===== config.mk =====
export PLATFORM = sky130hd
export DESIGN_NAME = blink_sched
export DESIGN_NICKNAME = d
export VERILOG_FILES = /design/src/rtl/blink_sched.sv
export SDC_FILE = /design/constraint.sdc
export NUM_CORES = 1
export LEC_CHECK = 0
export ABC_AREA = 1
export BUFFER_PORTS_ARGS = -buffer_cell sky130_fd_sc_hd__buf_2
export CAP_MARGIN = 20
export CORE_MARGIN = 2
export CORE_UTILIZATION = 55
export CTS_BUF_LIST = sky130_fd_sc_hd__clkbuf_4 sky130_fd_sc_hd__clkbuf_8
export DETAILED_ROUTE_END_ITERATION = 8
export GPL_TIMING_DRIVEN = 0
export PLACE_DENSITY = 0.84
export SETUP_SLACK_MARGIN = 0.02
export SKIP_LAST_GASP = 1
export SYNTH_ARGS = -nofsm -noshare
export SYNTH_HDL_FRONTEND = slang
export SYNTH_SLANG_ARGS = --single-unit

===== constraint.sdc =====
create_clock -name clk -period 2.25 [get_ports clk]
set_input_delay 0.5625 -clock clk [delete_from_list [all_inputs] [get_ports clk]]
set_output_delay 0.5625 -clock clk [all_outputs]
set_load 0.05 [all_outputs]

===== src/rtl/blink_sched.sv =====
`default_nettype none
// ============================================================================
// Module      : blink_sched
// Description : Multi-channel LED blink scheduler. Per-channel programmable
//               half-period, toggle budget and run control, driven through a
//               shared valid/ready command port. Optional macro
//               BLINK_SCHED_SYNC_START_EN re-phases running channels on START.
// Revision    : 1.0 - initial release
// ============================================================================
module blink_sched #(
    parameter int NUM_CH = 3,
    parameter int CNT_W  = 16,
    parameter int TOG_W  = 8
) (
    input  logic              clk,
    input  logic              rst,
    input  logic              cfg_valid,
    output logic              cfg_ready,
    input  logic [2:0]        cfg_ch,
    input  logic [1:0]        cfg_cmd,
    input  logic [CNT_W-1:0]  cfg_period,
    input  logic [TOG_W-1:0]  cfg_toggles,
    output logic [NUM_CH-1:0] led,
    output logic [NUM_CH-1:0] busy,
    output logic [NUM_CH-1:0] done
);
    localparam logic [1:0] c_CMD_START  = 2'b00;
    localparam logic [1:0] c_CMD_STOP   = 2'b01;
    localparam logic [1:0] c_CMD_PAUSE  = 2'b10;
    localparam logic [1:0] c_CMD_RESUME = 2'b11;

    localparam logic [1:0] c_ST_IDLE   = 2'd0;
    localparam logic [1:0] c_ST_RUN    = 2'd1;
    localparam logic [1:0] c_ST_PAUSED = 2'd2;
    localparam logic [1:0] c_ST_DONE   = 2'd3;

    // Accepted command is held one cycle, then applied; this also blocks the
    // port for that cycle so commands are at least two cycles apart.
    logic             r_pend_vld;
    logic [2:0]       r_pend_ch;
    logic [1:0]       r_pend_cmd;
    logic [CNT_W-1:0] r_pend_period;
    logic [TOG_W-1:0] r_pend_tog;

    always_ff @(posedge clk) begin
        if (rst) begin
            r_pend_vld    <= 1'b0;
            r_pend_ch     <= '0;
            r_pend_cmd    <= '0;
            r_pend_period <= '0;
            r_pend_tog    <= '0;
        end else if (r_pend_vld) begin
            r_pend_vld    <= 1'b0;
        end else if (cfg_valid) begin
            r_pend_vld    <= 1'b1;
            r_pend_ch     <= cfg_ch;
            r_pend_cmd    <= cfg_cmd;
            r_pend_period <= cfg_period;
            r_pend_tog    <= cfg_toggles;
        end
    end

    assign cfg_ready = ~r_pend_vld;

`ifdef BLINK_SCHED_SYNC_START_EN
    logic w_sync_start;
    assign w_sync_start = r_pend_vld && (r_pend_cmd == c_CMD_START) &&
                          (32'(r_pend_ch) < 32'(NUM_CH));
`endif

    for (genvar c = 0; c < NUM_CH; c++) begin : g_ch
        logic [1:0]       r_st;
        logic [1:0]       w_st_nxt;
        logic [CNT_W-1:0] r_cnt;
        logic [CNT_W-1:0] w_cnt_nxt;
        logic [CNT_W-1:0] r_per;
        logic [CNT_W-1:0] w_per_nxt;
        logic [TOG_W-1:0] r_rem;
        logic [TOG_W-1:0] w_rem_nxt;
        logic             r_led;
        logic             w_led_nxt;
        logic             r_done;
        logic             w_fin;
        logic             w_busy;
        logic             w_hit;

        assign w_hit = r_pend_vld && (r_pend_ch == 3'(c));

        always_ff @(posedge clk) begin
            if (rst) begin
                r_st   <= c_ST_IDLE;
                r_cnt  <= '0;
                r_per  <= '0;
                r_rem  <= '0;
                r_led  <= 1'b0;
                r_done <= 1'b0;
            end else begin
                r_st   <= w_st_nxt;
                r_cnt  <= w_cnt_nxt;
                r_per  <= w_per_nxt;
                r_rem  <= w_rem_nxt;
                r_led  <= w_led_nxt;
                r_done <= w_fin;
            end
        end

        // A command applied to this channel replaces counting for that cycle.
        always_comb begin
            w_st_nxt  = r_st;
            w_cnt_nxt = r_cnt;
            w_per_nxt = r_per;
            w_rem_nxt = r_rem;
            w_led_nxt = r_led;
            w_fin     = 1'b0;
            if (w_hit) begin
                case (r_pend_cmd)
                    c_CMD_START: begin
                        w_st_nxt  = c_ST_RUN;
                        w_per_nxt = r_pend_period;
                        w_rem_nxt = r_pend_tog;
                        w_cnt_nxt = '0;
                        w_led_nxt = 1'b0;
                    end
                    c_CMD_STOP: begin
                        w_st_nxt  = c_ST_IDLE;
                        w_cnt_nxt = '0;
                        w_led_nxt = 1'b0;
                    end
                    c_CMD_PAUSE: begin
                        if (r_st == c_ST_RUN) w_st_nxt = c_ST_PAUSED;
                    end
                    default: begin
                        if (r_st == c_ST_PAUSED) w_st_nxt = c_ST_RUN;
                    end
                endcase
            end
`ifdef BLINK_SCHED_SYNC_START_EN
            else if (w_sync_start && (r_st == c_ST_RUN)) begin
                w_cnt_nxt = '0;
                w_led_nxt = 1'b0;
            end
`endif
            else if (r_st == c_ST_RUN) begin
                if (r_cnt >= r_per) begin
                    w_led_nxt = ~r_led;
                    w_cnt_nxt = '0;
                    // A zero budget means free-run; it is never decremented.
                    if (r_rem != '0) begin
                        w_rem_nxt = r_rem - TOG_W'(1);
                        if (r_rem == TOG_W'(1)) begin
                            w_st_nxt = c_ST_DONE;
                            w_fin    = 1'b1;
                        end
                    end
                end else begin
                    w_cnt_nxt = r_cnt + CNT_W'(1);
                end
            end
        end

        always_comb begin
            w_busy = (r_st == c_ST_RUN) || (r_st == c_ST_PAUSED);
        end

        assign led[c]  = r_led;
        assign busy[c] = w_busy;
        assign done[c] = r_done;
    end

endmodule
`default_nettype wire

-- Word-level counts from Yosys, hierarchy flattened
Cells that the tools add are included.
- reduce and logical (&&, ||, !) cells: 44
- add/subtract/negate cells: 6
- magnitude comparators: 3
- muxes and demuxes: 61
- bitwise operators: 13
- eq/ne operators: 25
- operator list (cell ; count):
    2-to-1 mux 16 bit ; 10
    2-to-1 mux 8 bit ; 13
    adder 16 x 1 -> 16 bit, second input constant ; 3
    greater-or-equal comparator 16 bit ; 3
    2-to-1 mux 2 bit ; 21
    equality test 8 x 1 -> 1 bit, second input constant ; 3
    nonzero test 2 bit ; 12
    nonzero test 8 bit ; 3
    subtractor 8 x 1 -> 8 bit, second input constant ; 3
    case mux 2 bit (3 select lines) ; 3
    AND reduction 6 bit ; 3
    != test 5 x 1 -> 1 bit, second input constant ; 3
    OR reduction 5 bit ; 3
    2-to-1 mux 1 bit ; 14
    AND reduction 2 bit ; 7
    NOT 1 bit ; 13
    != test 2 bit, second input constant ; 6
    AND reduction 4 bit ; 3
    AND reduction 3 bit ; 3
    equality test 2 x 1 -> 1 bit, second input constant ; 4
    equality test 2 bit, second input constant ; 4
    != test 2 x 1 -> 1 bit, second input constant ; 3
    OR reduction 2 bit ; 2
    equality test 3 x 1 -> 1 bit, second input constant ; 1
    other kinds (5) ; 9
- register bits: 162
- word-level logic and storage cells: 175
- input port bits: 32
- output and inout bits: 10

-- Logic depth before layout (Yosys ltp)
- depth in word-level cells: 6
- gate-level depth with buffers: 16
- mapped depth without buffers: 15

-- Worst setup path before layout
OpenSTA, ideal clock, no wires.
- path kind: register to register
- start point: register g_ch[2].r_cnt[5]
- end point: register g_ch[2].r_rem[5]
- data required time: 2137 ps
- setup time: 113 ps
- path slack: 535 ps
- arrival time: 1602 ps
- cell stages (with the launch flop): 15
- period minus slack after synthesis: 1715 ps
- buffers on the path: 1
- cells stage by stage: dfxtp_1 ha_1 nand2_1 nand2_1 nand2_1 nand2_1 nor2_1 nand2_1 nand2_1 nand3_2 nand3_2 buf_2 nand2_1 nand2_1 nor2_1
- longest elaborated chain between the ends: 3
- ends and longest elaborated chain (element ; line ; source):
    from (decl) ; 74 ; logic [CNT_W-1:0] r_cnt;
    from (signal assigned) ; 99 ; r_cnt <= w_cnt_nxt;
    greater-or-equal comparator 16 bit ; 144 ; if (r_cnt >= r_per) begin
    nonzero test 2 bit (no line) ; - ;
    AND reduction 4 bit (no line) ; - ;
    to (signal assigned) ; 101 ; r_rem <= w_rem_nxt;
    to (decl) ; 78 ; logic [TOG_W-1:0] r_rem;
No other way between the ends.
A chain may end at the register's enable or synchronous reset.

-- Worst setup path in the final report
- start point: register g_ch[0].r_st[0]
- end point: output port busy[0]
- longest elaborated chain between the ends: 2
- elaborated cells on any way between the ends: 3
- classes of those cells: eq/ne: 2; reduce/logical: 1
- ends and longest elaborated chain (element ; line ; source):
    from (decl) ; 72 ; logic [1:0] r_st;
    from (signal assigned) ; 91 ; r_st <= c_ST_IDLE;
    from (signal assigned) ; 98 ; r_st <= w_st_nxt;
    equality test 2 x 1 -> 1 bit / equality test 2 bit (equally long branches) ; 162 ; w_busy = (r_st == c_ST_RUN) || (r_st == c_ST_PAUSED);
    logical OR 1 bit (*) ; 162 ;
    to (decl) ; 24 ; output logic [NUM_CH-1:0] busy,
Mark *: on every way between the ends. The rest lies on a longest branch, timed or not.

==> impl_metrics.toml <==
[floorplanning]
rows = 46
start_util_pct = 56.2
ios = 42
die_w_um = 131
die_y_um = 131
coreArea_um2 = 15900
die_area_um2 = 17300

[layout]
antenna-diode-count = 0
final_util_pct = 61.9
layout-drive-gt1-share_pct = 9.68
finalNonFillerCells = 1580
finalNetCount = 1451
area_delta_synth_final_pct = 10.2

[timing]
finalMaxSlewViolations = 0
min_period_over_period_pct = 95.7
hold_viol_final = 0
setup_tns_ns = 0
rsz0062_at_grt = "false"
fmax_ghz = 0.465
worst_pin_slew_ns = 0.680
relSlewSlack_pct = 54.7
fin_crit_ns = 2.15
skew_ns = 0.00858
final-setup-viol-count = 0

[synth]
synth_mux_area_share_pct = 0
synth_adder_area_share_pct = 9.39
synth_compound_area_share_pct = 12.9
syn-instance-count = 1289
synth_top_family_by_area = "simple AND/OR/NAND/NOR gates"
ys_seq_area_share_pct = 36.3
syn-mean-instance-area_um2 = 6.92
synth_edf_count = 0
postSynth.asyncResetShare_pct = 0
synth-seq-cells = 162
synth_ff_type = "dfxtp_1"
netlist_area_um2 = 8920
yosys.area_share.simple_pct = 28.1
syn_nets = 1388
synth_cell_types = 40
synth_xor_area_share_pct = 2.55
yosys_warnings = 0

[setup_path]
path_delay_family = "buffers and inverters"
crit_slowest_cell = "dfxtp_1"
cp-start-kind = "flop"
critPathBufInv = 4
crit_path_cell_trace = "inv_1 > ha_1 > inv_1 > buf_4 > buf_2"
end_kind = "output port"
critPathMaxFanout = 2
cp.arrival_ns = 1.59
critPathMaxStageDelay_ns = 0.34
cpMostUsedCell = "inv_1"
worstPathRequired_ns = 1.69
critPathKind = "reg -> out"

[cts]
clockBufferDepth = 2
h-tree-depth = 4
path_clk_slew_ns = 0.08
cts_tree = "built"
cts_sinks = 162
cts_made_buffers = 17
insertion_delay_ns = 0.47
cts-root-buf = "clkbuf_8"

[placed_design]
dpl.hpwl_mm = 16.3
io_buffers = 41
place_inst = 1546
place.gp.congestion = 0.922

[routing]
wl_met3_mm = 1.41
antenna_left = 0
vias = 8381
drc = 0
first_pass_iters = 5
dr_wl_met2_mm = 10.2
avgViaCountPerCell = 5.30
routed_wl_mm = 21.3
dr.max_layer_used = "met4"
drtIter0Drc = 593
m1WireLength_mm = 9.15
wl_per_cell_um = 13.5

[global_route]
grt_antenna_before_repair = 0
grt_pass1_vias = 7579
gr-usage-all-layers_pct = 24.8
grt_pass1_wl_mm = 34.9
grt_max_degree = 17
overflow = 0

[run_status]
status = "finished, final reports clean"

[job]
max_cap_violations = 0

[pwr]
intPower_uw = 4240
p_sw_share_pct = 27.5
cellLeakagePower_uw = 0.00440
power.share.clock_pct = 36.8
seq_power_share_pct = 51.5
cellPowerDensity_nw_per_um2 = 595
switchingPower_uw = 1610
combPwrFrac_pct = 11.7
vdd_drop_max_uv = 610

[hold_path]
hp-class = "in -> reg"
==> sequential cells by signal, summed over array words and instances, names as in the netlist <==
register	flops
r_pend_period	16
r_pend_ch	3
r_pend_vld	1
g_ch.r_per	48
g_ch.r_cnt	48
g_ch.r_st	6
g_ch.r_rem	24
r_pend_tog	8
r_pend_cmd	2
g_ch.r_done	3
g_ch.r_led	3
==> routing by layer <==
layer  GRT usage, %  up-vias
met3           4.86       46
met1           30.6     3806
met5              0        -
met4           8.76        0
met2           43.2      266
li1               -     4263
==> synthesized netlist by cell type (all sizes together) (21+ instances only) <==
cell type | n | area [µm²]
nand3 | 60 | 363
nor3 | 29 | 166
clkbuf | 26 | 97.6
dfxtp | 162 | 3240
nand2 | 246 | 946
buf | 27 | 181
xor2 | 21 | 184
inv | 179 | 674
nand4 | 33 | 206
ha | 67 | 838
o21ai | 117 | 589
a21oi | 101 | 509
nor2 | 199 | 766
==> power by group through the flow <==
stage / combinational (µW) / sequential (µW) / clock, µW
2_1_floorplan: 474 / 3050 / 0
3_3_place_gp: 634 / 3070 / 0
3_5_place_dp: 651 / 3080 / 0
4_1_cts: 656 / 3010 / 2170
5_1_grt: 774 / 3020 / 2290
6_report: 687 / 3010 / 2150
==> final timing paths <==
path                       end               from  slack [ns]  cells past startpoint
min reg2reg  g_ch[1].r_per[14]  g_ch[1].r_per[14]        0.46                      2
max                    busy[0]    g_ch[0].r_st[0]         0.1                      5
max reg2reg   g_ch[0].r_rem[5]  g_ch[0].r_per[15]        0.21                     11
min              r_pend_tog[1]     cfg_toggles[1]        0.35                      3
==> logic make-up (layout without fill, tap and decap cells) <==
logic type	count (synthesis)	count (layout)
buffers and inverters	232	307
AOI/OAI and AO/OA	225	225
DFF	162	162
adders and majority gates	67	67
xor gates and xnor gates	26	26
and+or+nand+nor	577	577
==> tightest hold or removal path: stages <==
cell and delay (ns):
buf_2 0.07, o21ai_0 0.07, nor2_1 0.08
==> per-stage QoR <==
stage	hold slack, ns	total power (µW)	cell area (µm²)	setup slack (ns)
3_3_place_gp	0.445	3710	9400	0.0772
4_1_cts	0.332	5830	9790	0.0857
3_5_place_dp	0.452	3730	9400	0.0339
6_report	0.346	5850	9830	0.0972
2_1_floorplan	0.426	3520	8920	0.535
5_1_grt	0.358	6090	9830	0.0126
==> what timing repair did <==
action	4_1_cts	5_1_grt
buffers inserted	0	3
setup endpoints to repair	0	33
resized for setup	0	8
hold buffers	0	0
==> area by class of cell <==
class | count | area, µm²
fill | 1437 | 6050
multi-input combinational | 895 | 4740
sequential | 162 | 3240
inverter | 179 | 674
clock buffer | 22 | 284
buffer | 53 | 282
tap | 216 | 270
timing repair buffer | 44 | 228
clock inverter | 9 | 108
==> placed cells by master (no fill, tap or decap), types with 2 or more instances in the layout <==
cell and n:
a21oi_1 100, inv_2 3, o22ai_1 2, clkbuf_8 19, nand2_1 239, nand3_2 7, buf_1 2, nand2_4 2
nor3_2 2, clkbuf_1 26, xor2_1 21, nor4_1 5, clkbuf_4 3, buf_2 50, nand2_2 5, dfxtp_1 161
nand4_1 33, nand3_4 3, buf_6 3, o21a_1 2, nor3_1 26, clkinv_4 2, buf_4 16, nor2_1 197
ha_1 67, inv_1 175, clkinv_2 3, nand3_1 50, bufinv_16 2, clkinvlp_4 2, o21ai_0 115, xnor2_1 5
Power figures use the tool's default switching activity.
